**src/rtl/divider_pkg.sv**
```systemverilog
// divider_pkg: shared definitions for the iterative restoring divider.
//   state_e       - FSM state encoding (IDLE/BUSY/DONE)
//   DEFAULT_WIDTH - default operand/result width
//   clog2()       - width helper used to size the iteration counter
package divider_pkg;

    localparam int DEFAULT_WIDTH = 16;

    typedef enum logic [1:0] {
        IDLE = 2'b00,
        BUSY = 2'b01,
        DONE = 2'b10
    } state_e;

    // Ceiling log2; the counter must hold the value WIDTH, so callers
    // pass WIDTH+1.
    function automatic int clog2(input int value);
        int res;
        res = 0;
        while ((1 << res) < value) res++;
        return res;
    endfunction

endpackage

```
**src/rtl/cla_subtractor.sv**
```systemverilog
// cla_subtractor: N-bit carry-lookahead subtractor, a - b, computed as
// a + ~b + 1.
//   a_i    [N-1:0]  minuend
//   b_i    [N-1:0]  subtrahend
//   diff_o [N-1:0]  a - b (mod 2^N)
//   cout_o          carry out; 1 means no borrow (a >= b)
module cla_subtractor #(
    parameter int N = 17
) (
    input  logic [N-1:0] a_i,
    input  logic [N-1:0] b_i,
    output logic [N-1:0] diff_o,
    output logic         cout_o
);

    logic [N-1:0] gen;
    logic [N-1:0] prop;
    logic [N:0]   carry;

    // Generate/propagate against the inverted subtrahend.
    assign gen  = a_i & ~b_i;
    assign prop = a_i ^ ~b_i;

    // Lookahead recurrence seeded with cin=1 (the +1 of two's complement).
    always_comb begin
        carry[0] = 1'b1;
        for (int i = 0; i < N; i++) begin
            carry[i+1] = gen[i] | (prop[i] & carry[i]);
        end
    end

    assign diff_o = prop ^ carry[N-1:0];
    assign cout_o = carry[N];

endmodule

```
**src/rtl/restoring_divider_16.sv**
```systemverilog
// restoring_divider_16: iterative unsigned restoring divider, one quotient
// bit per cycle, MSB first.
//   clk, rst_n            clock, asynchronous active-low reset
//   in_valid / in_ready   operand handshake (in_ready = idle)
//   dividend, divisor     WIDTH-bit unsigned operands
//   out_valid / out_ready result handshake (out_valid = result held)
//   quotient, remainder   WIDTH-bit unsigned results
//   div_by_zero           result came from a zero divisor
module restoring_divider_16
    import divider_pkg::*;
#(
    parameter int WIDTH = DEFAULT_WIDTH
) (
    input  logic             clk,
    input  logic             rst_n,
    input  logic             in_valid,
    output logic             in_ready,
    input  logic [WIDTH-1:0] dividend,
    input  logic [WIDTH-1:0] divisor,
    output logic             out_valid,
    input  logic             out_ready,
    output logic [WIDTH-1:0] quotient,
    output logic [WIDTH-1:0] remainder,
    output logic             div_by_zero
);

    localparam int CW = clog2(WIDTH + 1);

    state_e           state_q, state_d;
    logic [WIDTH-1:0] r_q, r_d;
    logic [WIDTH-1:0] q_q, q_d;
    logic [WIDTH-1:0] d_q, d_d;
    logic [CW-1:0]    cnt_q, cnt_d;
    logic [WIDTH-1:0] quot_q, quot_d;
    logic [WIDTH-1:0] rem_q, rem_d;
    logic             dbz_q, dbz_d;

    logic [WIDTH:0]   trial;
    logic [WIDTH:0]   diff;
    logic             no_borrow;

    // Partial remainder shifted left with the next dividend bit pulled in.
    assign trial = {r_q, q_q[WIDTH-1]};

    cla_subtractor #(.N(WIDTH + 1)) u_sub (
        .a_i    (trial),
        .b_i    ({1'b0, d_q}),
        .diff_o (diff),
        .cout_o (no_borrow)
    );

    always_ff @(posedge clk or negedge rst_n) begin
        if (!rst_n) begin
            state_q <= IDLE;
            r_q     <= '0;
            q_q     <= '0;
            d_q     <= '0;
            cnt_q   <= '0;
            quot_q  <= '0;
            rem_q   <= '0;
            dbz_q   <= 1'b0;
        end else begin
            state_q <= state_d;
            r_q     <= r_d;
            q_q     <= q_d;
            d_q     <= d_d;
            cnt_q   <= cnt_d;
            quot_q  <= quot_d;
            rem_q   <= rem_d;
            dbz_q   <= dbz_d;
        end
    end

    always_comb begin
        state_d = state_q;
        r_d     = r_q;
        q_d     = q_q;
        d_d     = d_q;
        cnt_d   = cnt_q;
        quot_d  = quot_q;
        rem_d   = rem_q;
        dbz_d   = dbz_q;

        unique case (state_q)
            IDLE: begin
                if (in_valid) begin
                    d_d   = divisor;
                    q_d   = dividend;
                    r_d   = '0;
                    cnt_d = '0;
                    if (divisor == '0) begin
                        // Zero divisor skips iteration entirely.
                        state_d = DONE;
                        quot_d  = '1;
                        rem_d   = dividend;
                        dbz_d   = 1'b1;
                    end else begin
                        state_d = BUSY;
                    end
                end
            end
            BUSY: begin
                // Restore (keep the unsubtracted trial) when the subtract borrows.
                r_d   = no_borrow ? diff[WIDTH-1:0] : trial[WIDTH-1:0];
                q_d   = {q_q[WIDTH-2:0], no_borrow};
                cnt_d = cnt_q + CW'(1);
                if (cnt_q == CW'(WIDTH - 1)) begin
                    state_d = DONE;
                    quot_d  = q_d;
                    rem_d   = r_d;
                    dbz_d   = 1'b0;
                end
            end
            DONE: begin
                if (out_ready) state_d = IDLE;
            end
            default: state_d = IDLE;
        endcase
    end

    assign in_ready    = (state_q == IDLE);
    assign out_valid   = (state_q == DONE);
    assign quotient    = quot_q;
    assign remainder   = rem_q;
    assign div_by_zero = dbz_q;

endmodule

```
**config.mk**
```make
export PLATFORM = sky130hd
export DESIGN_NAME = restoring_divider_16
export DESIGN_NICKNAME = d
export VERILOG_FILES = /design/src/rtl/divider_pkg.sv /design/src/rtl/cla_subtractor.sv /design/src/rtl/restoring_divider_16.sv
export SDC_FILE = /design/constraint.sdc
export NUM_CORES = 1
export LEC_CHECK = 0
export ABC_AREA = 1
export CAP_MARGIN = 20
export CORE_UTILIZATION = 57
export DETAILED_ROUTE_END_ITERATION = 8
export DONT_BUFFER_PORTS = 1
export PLACE_DENSITY = 0.75
export SLEW_MARGIN = 30
export SYNTH_ARGS = -nofsm -noshare
export SYNTH_HDL_FRONTEND = slang
export SYNTH_SLANG_ARGS = --single-unit
```
**constraint.sdc**
```tcl
create_clock -name clk -period 7 [get_ports clk]
set_input_delay 0.35 -clock clk [delete_from_list [all_inputs] [get_ports clk]]
set_output_delay 0.35 -clock clk [all_outputs]
set_load 0.02 [all_outputs]
```
# Word-level counts from Yosys, hierarchy flattened
# Cells that the tools add are included.
[op_classes] add_sub_neg=1 n_eq_ne=7 mux=24 bitwise=37 reduce_logical=7
[ops] operator="$mux 16" count=9
[ops] operator="$pmux 16 s2" count=4
[ops] operator="$and 17x17->17" count=1
[ops] operator="$not 16->17" count=1
[ops] operator="$or 1x1->1" count=17
[ops] operator="$xor 17x17->17" count=1
[ops] operator="$and 1x1->1" count=16
[ops] operator="$logic_not 16->1" count=1
[ops] operator="$xor 16x16->16" count=1
[ops] operator="$pmux 5 s2" count=1
[ops] operator="$mux 2" count=4
[ops] operator="$pmux 2 s3" count=1
[ops] operator="$add 5x1->5 const B" count=1
[ops] operator="$eq 5x4->1 const B" count=1
[ops] operator="$mux 5" count=1
[ops] operator="$ne 2x1->1 const B" count=2
[ops] operator="$ne 2x2->1 const B" count=2
[ops] operator="$reduce_and 2->1" count=2
[ops] operator="$reduce_and 4->1" count=1
[ops] operator="$mux 1" count=3
[ops] operator="$reduce_and 3->1" count=1
[ops] operator="$eq 2x1->1 const B" count=1
[ops] operator="$eq 2x2->1 const B" count=1
[ops] operator="$logic_not 2->1" count=1
[ops] operator="2 further kinds" count=2
[totals] reg_bits=88 output_inout_bits=35 word_cells=84

# Logic depth before layout (Yosys ltp)
# Gate-level depths: netlist of run 1.
[depth] word_depth=38 depth_mapped=28 ltp_nobuf=27

# Hierarchy
# From an unflattened synthesis of run 1, not the netlist that was laid out.
[unflattened] cells_unflattened=557 hier_area_um2=4469.3
[modules_own_cells] module="restoring_divider_16" instances=1 cells_each=506 area_per_inst_um2=4008.8 seq_area_each_um2=2202.1
[modules_own_cells] module="cla_subtractor" instances=1 cells_each=51 area_per_inst_um2=460.4 seq_area_each_um2=0.0

# Worst setup path before layout of run 1
# Ideal clock, no wire load.
[synth_timing] path_type="reg2reg" start="register q_q[15]" end="register rem_q[4] (netlist: remainder[4])" t_arrival_ps=6960 slack_ps=-26 stages_incl_launch_ff=29 n_path_buf=1 synth_period_minus_slack_ps=7026 path_cell_list="dfrtp_1 -> inv_1 -> ha_1 -> inv_1 -> fa_1 -> fa_1 -> fa_1 -> fa_1 -> fa_1 -> fa_1 -> fa_1 -> fa_1 -> fa_1 -> fa_1 -> fa_1 -> fa_1 -> fa_1 -> inv_1 -> fa_1 -> inv_1 -> fa_1 -> nor2_1 -> inv_1 -> nor2_4 -> buf_2 -> nand2_1 -> nand3_1 -> nand3_1 -> nand2_1"
[synth_between] elab_chain_cells=37 word_cells_on_any_way=39 classes_between="mux (3); bitwise (36)"
[synth_rtl] element="from (decl)" line_no="restoring_divider_16.sv:31" rtl="logic [WIDTH-1:0] q_q, q_d;"
[synth_rtl] element="from (signal assigned)" line_no="restoring_divider_16.sv:65" rtl="q_q <= q_d;"
[synth_rtl] element="$and 17x17->17 or $xor 17x17->17 (tied branches)" line_no="cla_subtractor.sv:21, cla_subtractor.sv:22"
[synth_rtl] element="$or 1x1->1 (*)" line_no="cla_subtractor.sv:28" rtl="carry[i+1] = gen[i] | (prop[i] & carry[i]);"
[synth_rtl] element="$and 1x1->1 (*)" line_no="cla_subtractor.sv:28"
[synth_rtl] element="$or 1x1->1 (*)" line_no="cla_subtractor.sv:28"
[synth_rtl] element="$and 1x1->1 (*)" line_no="cla_subtractor.sv:28"
[synth_rtl] element="$or 1x1->1 (*)" line_no="cla_subtractor.sv:28"
[synth_rtl] element="$and 1x1->1 (*)" line_no="cla_subtractor.sv:28"
[synth_rtl] element="$or 1x1->1 (*)" line_no="cla_subtractor.sv:28"
[synth_rtl] element="[... 21 more ...]"
[synth_rtl] element="$or 1x1->1" line_no="cla_subtractor.sv:28"
[synth_rtl] element="$and 1x1->1" line_no="cla_subtractor.sv:28"
[synth_rtl] element="$or 1x1->1" line_no="cla_subtractor.sv:28"
[synth_rtl] element="$and 1x1->1" line_no="cla_subtractor.sv:28"
[synth_rtl] element="$or 1x1->1" line_no="cla_subtractor.sv:28"
[synth_rtl] element="$mux 16 (*)" line_no="restoring_divider_16.sv:104" rtl="r_d = no_borrow ? diff[WIDTH-1:0] : trial[WIDTH-1:0];"
[synth_rtl] element="$mux 16 (*)" line_no="restoring_divider_16.sv:107" rtl="if (cnt_q == CW'(WIDTH - 1)) begin"
[synth_rtl] element="$pmux 16 s2 (*)" line_no="restoring_divider_16.sv:84" rtl="unique case (state_q)"
[synth_rtl] element="to (signal assigned)" line_no="restoring_divider_16.sv:69" rtl="rem_q <= rem_d;"
[synth_rtl] element="to (decl)" line_no="restoring_divider_16.sv:35" rtl="logic [WIDTH-1:0] rem_q, rem_d;"
# Mark *: on every way between the ends. The rest lies on a longest branch, timed or not. The select of a mux whose other input is x is not followed.
# A chain may end at the register's enable or synchronous reset.

# Worst setup path after layout of run 1
[layout_timing] start="register q_q[15]" end="register rem_q[3] (netlist: remainder[3])"
[layout_between] elab_chain_cells=37 word_cells_on_any_way=39 classes_between="mux (3); bitwise (36)"
[layout_rtl] element="$and 17x17->17 or $xor 17x17->17 (tied branches)" line_no="cla_subtractor.sv:21, cla_subtractor.sv:22"
[layout_rtl] element="$or 1x1->1 (*)" line_no="cla_subtractor.sv:28"
[layout_rtl] element="$and 1x1->1 (*)" line_no="cla_subtractor.sv:28"
[layout_rtl] element="$or 1x1->1 (*)" line_no="cla_subtractor.sv:28"
[layout_rtl] element="$and 1x1->1 (*)" line_no="cla_subtractor.sv:28"
[layout_rtl] element="$or 1x1->1 (*)" line_no="cla_subtractor.sv:28"
[layout_rtl] element="$and 1x1->1" line_no="cla_subtractor.sv:28"
[layout_rtl] element="$or 1x1->1" line_no="cla_subtractor.sv:28"
[layout_rtl] element="[... 21 more ...]"
[layout_rtl] element="$or 1x1->1" line_no="cla_subtractor.sv:28"
[layout_rtl] element="$and 1x1->1" line_no="cla_subtractor.sv:28"
[layout_rtl] element="$or 1x1->1" line_no="cla_subtractor.sv:28"
[layout_rtl] element="$and 1x1->1" line_no="cla_subtractor.sv:28"
[layout_rtl] element="$or 1x1->1" line_no="cla_subtractor.sv:28"
[layout_rtl] element="$mux 16 (*)" line_no="restoring_divider_16.sv:104"
[layout_rtl] element="$mux 16 (*)" line_no="restoring_divider_16.sv:107"
[layout_rtl] element="$pmux 16 s2 (*)" line_no="restoring_divider_16.sv:84"
# Marks and branches as above.

==> results.ini, run 1 <==
[run_status]
outcome=completed

[floorplan]
num_rows=31
die_x_um=89
dieArea_mm2=0.00792
core_mm2=0.00729
start_util=0.592
die_y_um=89
io_pins=71

[clocking]
cts_max_level=3
cts_root_buf=clkbuf_8
cts.path.max_buffers=2
clkSlewWorstSetupHoldPaths_ns=0.09
cts_buffers=9
clock_sinks=88
insertion_delay_ns=0.36
cts_tree=yes

[timing]
worst_pin_slew_ns=0.865
finClkSkew_ns=0.0139
drv_slew=0
setup_viol=0
relSlewSlack=0.421
period_needed_ns=6.80
hold_viol_final=0
period_share=0.972
fin_ws_ns=0.197
tns_ns=0
max_freq_mhz=147

[global_route]
grt_start_max_net_pins=89
antenna_found_initial=0
track_usage=0.278
grt_pass1_wl_um=16200
grt_pass1_vias=3273
overflow=0

[power]
internal-power_uw=1460
peakVddDrop_uv=391
power_switching_uw=1310
switching_share=0.474
seqPwrFrac=0.374
p_per_area_mw_per_mm2=572
pwr-share-clk=0.126
combinationalPowerShare=0.500
p_leak_uw=0.00243

[worst_setup_path]
cp_slowest_stage_delay_ns=0.39
crit_path_end_kind=register
worst-path-max-fanout=5
worstPathRequired_ns=7.30
worst_setup_path_start_kind=register
crit_arrival_ns=7.10
path_class=register to register
crit_slowest_cell=dfrtp_1
critical_path.most_common_cell=fa_2

[placed_design]
place_ws_ns=-0.293
dp_hpwl_um=6560
place.gp.congestion=0.832
io_buffer_count=0

[drt]
wirelength_um=9900
vias_per_cell=5.44
post-route-drc-count=0
avgRoutedWirePerCell_um=15.7
num_vias=3433
dr.first_iter.drc_count=275
ant_nets=0
dr.pass1.iters=5

[synthesis]
synth-seq-area-share=0.510
syn_nets=563
synth_seq_cells=88
ys_warn_count=0
synth_area_mm2=0.00431
synth_cells=509
ys_types=25
avgSynthCellArea_um2=8.48

[worst_hold_path]
hold_path.class=input port to register

[cells_and_area]
synthToLayoutAreaGrowth_pct=12.4
num_antenna_cells=0
num-fill-cells=632
mostFrequentLayoutCells=185 x nand2_1, 88 x dfrtp_1, 60 x nand3_1
drive_gt1_frac=0.158
layout_commonest_cell=nand2_1
nNetsFinal=582

[run]
cap_viol_max_count=0

## cells in the mapped netlist
library cell	number	area [um^2]
nand2_1	191	717
dfrtp_1	88	2200
nand3_1	65	325
inv_1	43	161
o21ai_1	25	125
o21ai_0	24	120
fa_1	15	300
nor2_1	15	56.3
buf_2	8	40.0
clkbuf_1	8	30.0
buf_4	4	30.0
buf_6	3	33.8
ha_1	3	37.5
nor2_2	3	18.8
inv_2	2	7.51
nand2_4	2	22.5
o22ai_1	2	12.5
a21oi_1	1	5.00
a22o_1	1	8.76
inv_4	1	6.26
nand2_2	1	6.26
nor2_4	1	11.3
nor2_8	1	20.0
o211ai_1	1	7.51
xor2_1	1	8.76
## worst max-delay path: cells and delay by family (launching register included)
| family | cells | cell delay, ns |
|---|---|---|
| flip-flops | 1 | 0.39 |
| adder cells (fa/ha/maj) | 16 | 5.24 |
| AND/OR/NAND/NOR | 6 | 0.67 |
| buffers and inverters | 6 | 0.43 |
## registers in the layout, indices dropped and copies added (netlist names)
register     cells
d_q             16
q_q             16
quotient        16
r_q             16
remainder       16
cnt_q            5
state_q          2
div_by_zero      1
## cells by family after synthesis
logic type | after synthesis | synth area share
xor gates and xnor gates | 1 | 0.00203
AOI/OAI and AO/OA | 54 | 0.0647
and+or+nand+nor | 279 | 0.273
adders and majority gates | 18 | 0.0783
buffers and inverters | 69 | 0.0716
DFF | 88 | 0.510
## cell type report
cell class	instances	area [um^2]	area share
flip-flops and latches	88	2200	0.454
multi-input cells	352	1890	0.390
repair buffers	31	267	0.0550
inverters	46	175	0.0361
clock buffers	12	145	0.0299
well taps	99	124	0.0255
clock inverters	3	42.5	0.00877
## power by group through the flow
stage | Combinational [uW] | Clock, uW | Sequential, uW
6_report | 1390 | 351 | 1040
4_1_cts | 1340 | 350 | 1030
5_1_grt | 1600 | 377 | 1070
3_5_place_dp | 1280 | 0 | 1040
2_1_floorplan | 981 | 0 | 992
3_3_place_gp | 1230 | 0 | 1030
## metal layers
layer  up-vias  share of wire  track usage
met2       132           0.47        0.425
met5         -              0            0
met3        10          0.082       0.0785
li1       1647              -            -
met4         0          0.011       0.0895
met1      1644           0.43        0.389
## what timing repair did
| action | in CTS | in global routing |
|---|---|---|
| endpoints found under the hold margin | 88 | 0 |
| endpoints found under the setup margin | 34 | 33 |
| resized for setup | 16 | 20 |
| hold buffers | 2 | 0 |
| pin swaps | 4 | 7 |
| setup buffers | 1 | 0 |
| gates cloned | 1 | 0 |
## per-stage QoR
stage / utilization / cell area, um^2 / total power (uW) / hold slack (ns) / instances
6_report: 0.665 / 4850 / 2770 / 0.0825 / 631
5_1_grt: 0.665 / 4850 / 3040 / 0.0633 / 631
4_1_cts: 0.657 / 4790 / 2720 / 0.0723 / 631
3_5_place_dp: 0.618 / 4510 / 2310 / 0.0562 / 612
3_3_place_gp: 0.618 / 4510 / 2260 / 0.0562 / 612
2_1_floorplan: - / 4320 / 1970 / 0.0544 / 509
## worst paths after layout
path,start,endpoint,slack (ns),cells after the start
min,out_ready,state_q[1],0.08,1
max,q_q[15],remainder[3],0.20,28
max reg2reg,q_q[15],remainder[3],0.20,28
min in group asynchronous,rst_n,q_q[8],0.53,2
max in group asynchronous,rst_n,cnt_q[0],6.07,2
min reg2reg,cnt_q[0],cnt_q[0],0.52,1
(Power assumes the default switching activity.)
==> inputs of run 2 (changes only) <==
- ABC_CLOCK_PERIOD_IN_PS: unset -> 5570
- BUFFER_PORTS_ARGS: unset -> -buffer_cell sky130_fd_sc_hd__buf_2
- CORE_UTILIZATION: 57 -> 51
- DONT_BUFFER_PORTS: 1 -> unset
- PLACE_DENSITY: 0.75 -> 0.76
- clock period: 7 -> 5.57 ns (I/O delays scaled with it)
==> run 2 against run 1 <==
Against the previous run: the run now ends with hold timing, setup timing left; sequential power increased by 11%; clock power increased by 11%; combinational power increased by 55%; wire length increased by 5.4%; fmax increased by 1.2%; count of clock-buffer cells in the layout decreased by 1; die area increased by 11%; flip-flop and latch count unchanged; critical path type unchanged; largest power group unchanged.
==> results.ini, run 2 (synthesis gave the netlist of run 1 again) <==
[run_status]
outcome=complete, but fails checks
violations=hold timing, setup timing

[placed_design]
io_buffer_count=70  ; +70
place.gp.congestion=0.890  ; +7.0%
dp_hpwl_um=7040  ; +7.3%
place_ws_ns=-1.08  ; -0.782 ns

[drt]
vias_per_cell=5.17  ; -4.9%
ant_nets=0  ; unchanged
dr.first_iter.drc_count=290  ; +5.5%
avgRoutedWirePerCell_um=14.8  ; -5.6%
num_vias=3643  ; +6.1%
post-route-drc-count=0  ; unchanged
wirelength_um=10400  ; +5.4%
dr.pass1.iters=5  ; unchanged

[clocking]
cts_root_buf=clkbuf_8
clock_sinks=88  ; unchanged
cts.path.max_buffers=2  ; unchanged
cts_buffers=9  ; unchanged
cts_max_level=3  ; unchanged
clkSlewWorstSetupHoldPaths_ns=0.08  ; about the same
cts_tree=yes
insertion_delay_ns=0.36  ; about the same

[cells_and_area]
num_antenna_cells=0  ; unchanged
mostFrequentLayoutCells=174 x nand2_1, 88 x dfrtp_1, 69 x buf_2
drive_gt1_frac=0.301  ; +0.143
fin_util=0.649  ; -0.0163
synthToLayoutAreaGrowth_pct=23.5
nNetsFinal=650  ; +12%
layout_commonest_cell=nand2_1

[global_route]
antenna_found_initial=0  ; unchanged
grt_pass1_vias=3344  ; +2.2%
grt_pass1_wl_um=16500  ; +1.4%
grt_start_max_net_pins=89  ; unchanged
overflow=0  ; unchanged
track_usage=0.247  ; -0.0310

[worst_setup_path]
cp_slowest_stage_delay_ns=0.40  ; about the same
crit_slowest_cell=dfrtp_1
worstPathRequired_ns=5.87  ; -1.43 ns
path_class=register to register
crit_arrival_ns=7.02  ; -0.08 ns
critical_path.most_common_cell=fa_2
critPathLaunch=q_q[15]
worst_setup_path_start_kind=register
worst-path-max-fanout=4  ; -1
timing.rr.start=q_q[15]
crit_path_end_kind=register

[floorplan]
start_util=0.525  ; -0.0666
core_mm2=0.00822  ; +13%
dieArea_mm2=0.00883  ; +11%
io_pins=71  ; unchanged
die_x_um=94.0  ; +5.6%
die_y_um=94.0  ; +5.6%
num_rows=33  ; +6.5%

[timing]
drv_slew=0  ; unchanged
hold_ws_ns=-0.0685  ; -0.151 ns
setup_viol=34  ; +34
tns_ns=-36.30  ; -36.30 ns
period_share=1.21  ; +0.235
hold_viol_final=34  ; +34
worst_pin_slew_ns=0.904  ; +0.0388 ns
max_freq_mhz=149  ; +1.2%
fin_ws_ns=-1.15  ; -1.35 ns
relSlewSlack=0.395  ; -0.0260
rsz0062_at_grt=true
finClkSkew_ns=0.0158  ; +0.00183 ns
period_needed_ns=6.72  ; -0.0813 ns

[run]
cap_viol_max_count=0  ; unchanged

[worst_hold_path]
hold_path.class=input port to asynchronous set/reset pin

[power]
peakVddDrop_uv=523  ; +34%
p_per_area_mw_per_mm2=694  ; +21%
p_leak_uw=0.00284  ; +17%

[run 2: cell count changes in the layout (fill, tap and decap cells not counted), sizes merged]
| cell | change |
|---|---|
| buf | +68 |
| dlygate4sd3 | -1 |
| bufinv | -1 |
| clkinvlp | +1 |
[run 2: path summary, 6_finish.rpt]
path / endpoint / slack [ns] / depth (start not counted)
max: remainder[0] / -1.15 / 28
min: cnt_q[2] / -0.07 / 1
max reg2reg: remainder[0] / -1.15 / 28
min reg2reg: quotient[11] / 0.47 / 2
max in group asynchronous: q_q[15] / 5.03 / 1
min in group clk: state_q[1] / 0.10 / 2
[run 2: final cells by class]
class,instances,area [um^2]
Timing Repair Buffer,99,631
Clock buffer,11,141
Inverter,46,175
Fill cell,687,2890
Multi-Input combinational cell,352,2030
Clock inverter,3,20.0
Tap cell,105,131
Sequential cell,88,2200
[run 2: report_power, final]
part           internal [uW]  total (uW)  leakage [uW]  switching, uW
logic                    807        2160       0.00167           1360
clock network            169         390     0.0000773            221
registers                954        1150       0.00110            194
[run 2: metal layers]
metal | track usage | wire length, um | part of all wire
met1 | 0.361 | 4720 | 0.45
met3 | 0.0372 | 493 | 0.047
met5 | 0 | 0 | 0
met4 | 0.112 | 278 | 0.027
met2 | 0.363 | 4940 | 0.47
[run 2: repair_timing]
item	in CTS	in global routing
resized for setup	5	50
gates cloned	0	1
pin swaps	2	4
setup buffers	3	0
endpoints found under the setup margin	34	34
hold buffers	0	0
[run 2: stage by stage]
stage | hold WS [ns] | instances | power, uW | cell area [um^2]
after floorplan | -0.0171 | 509 | 2530 | 4360
after global placement | 0.449 | 686 | 3020 | 4910
after detailed placement | 0.405 | 686 | 3090 | 4910
after CTS | 0.0125 | 703 | 3530 | 5110
after global routing | 0.0426 | 704 | 4040 | 5330
final | -0.0685 | 704 | 3700 | 5330
[run 2: worst max-delay path, delay by kind of cell, from the launching register on]
kind / cells / cell delay (ns)
fa+ha+maj: 16 / 5.19
buf+inv: 6 / 0.45
flops: 1 / 0.40
simple gates: 6 / 0.65
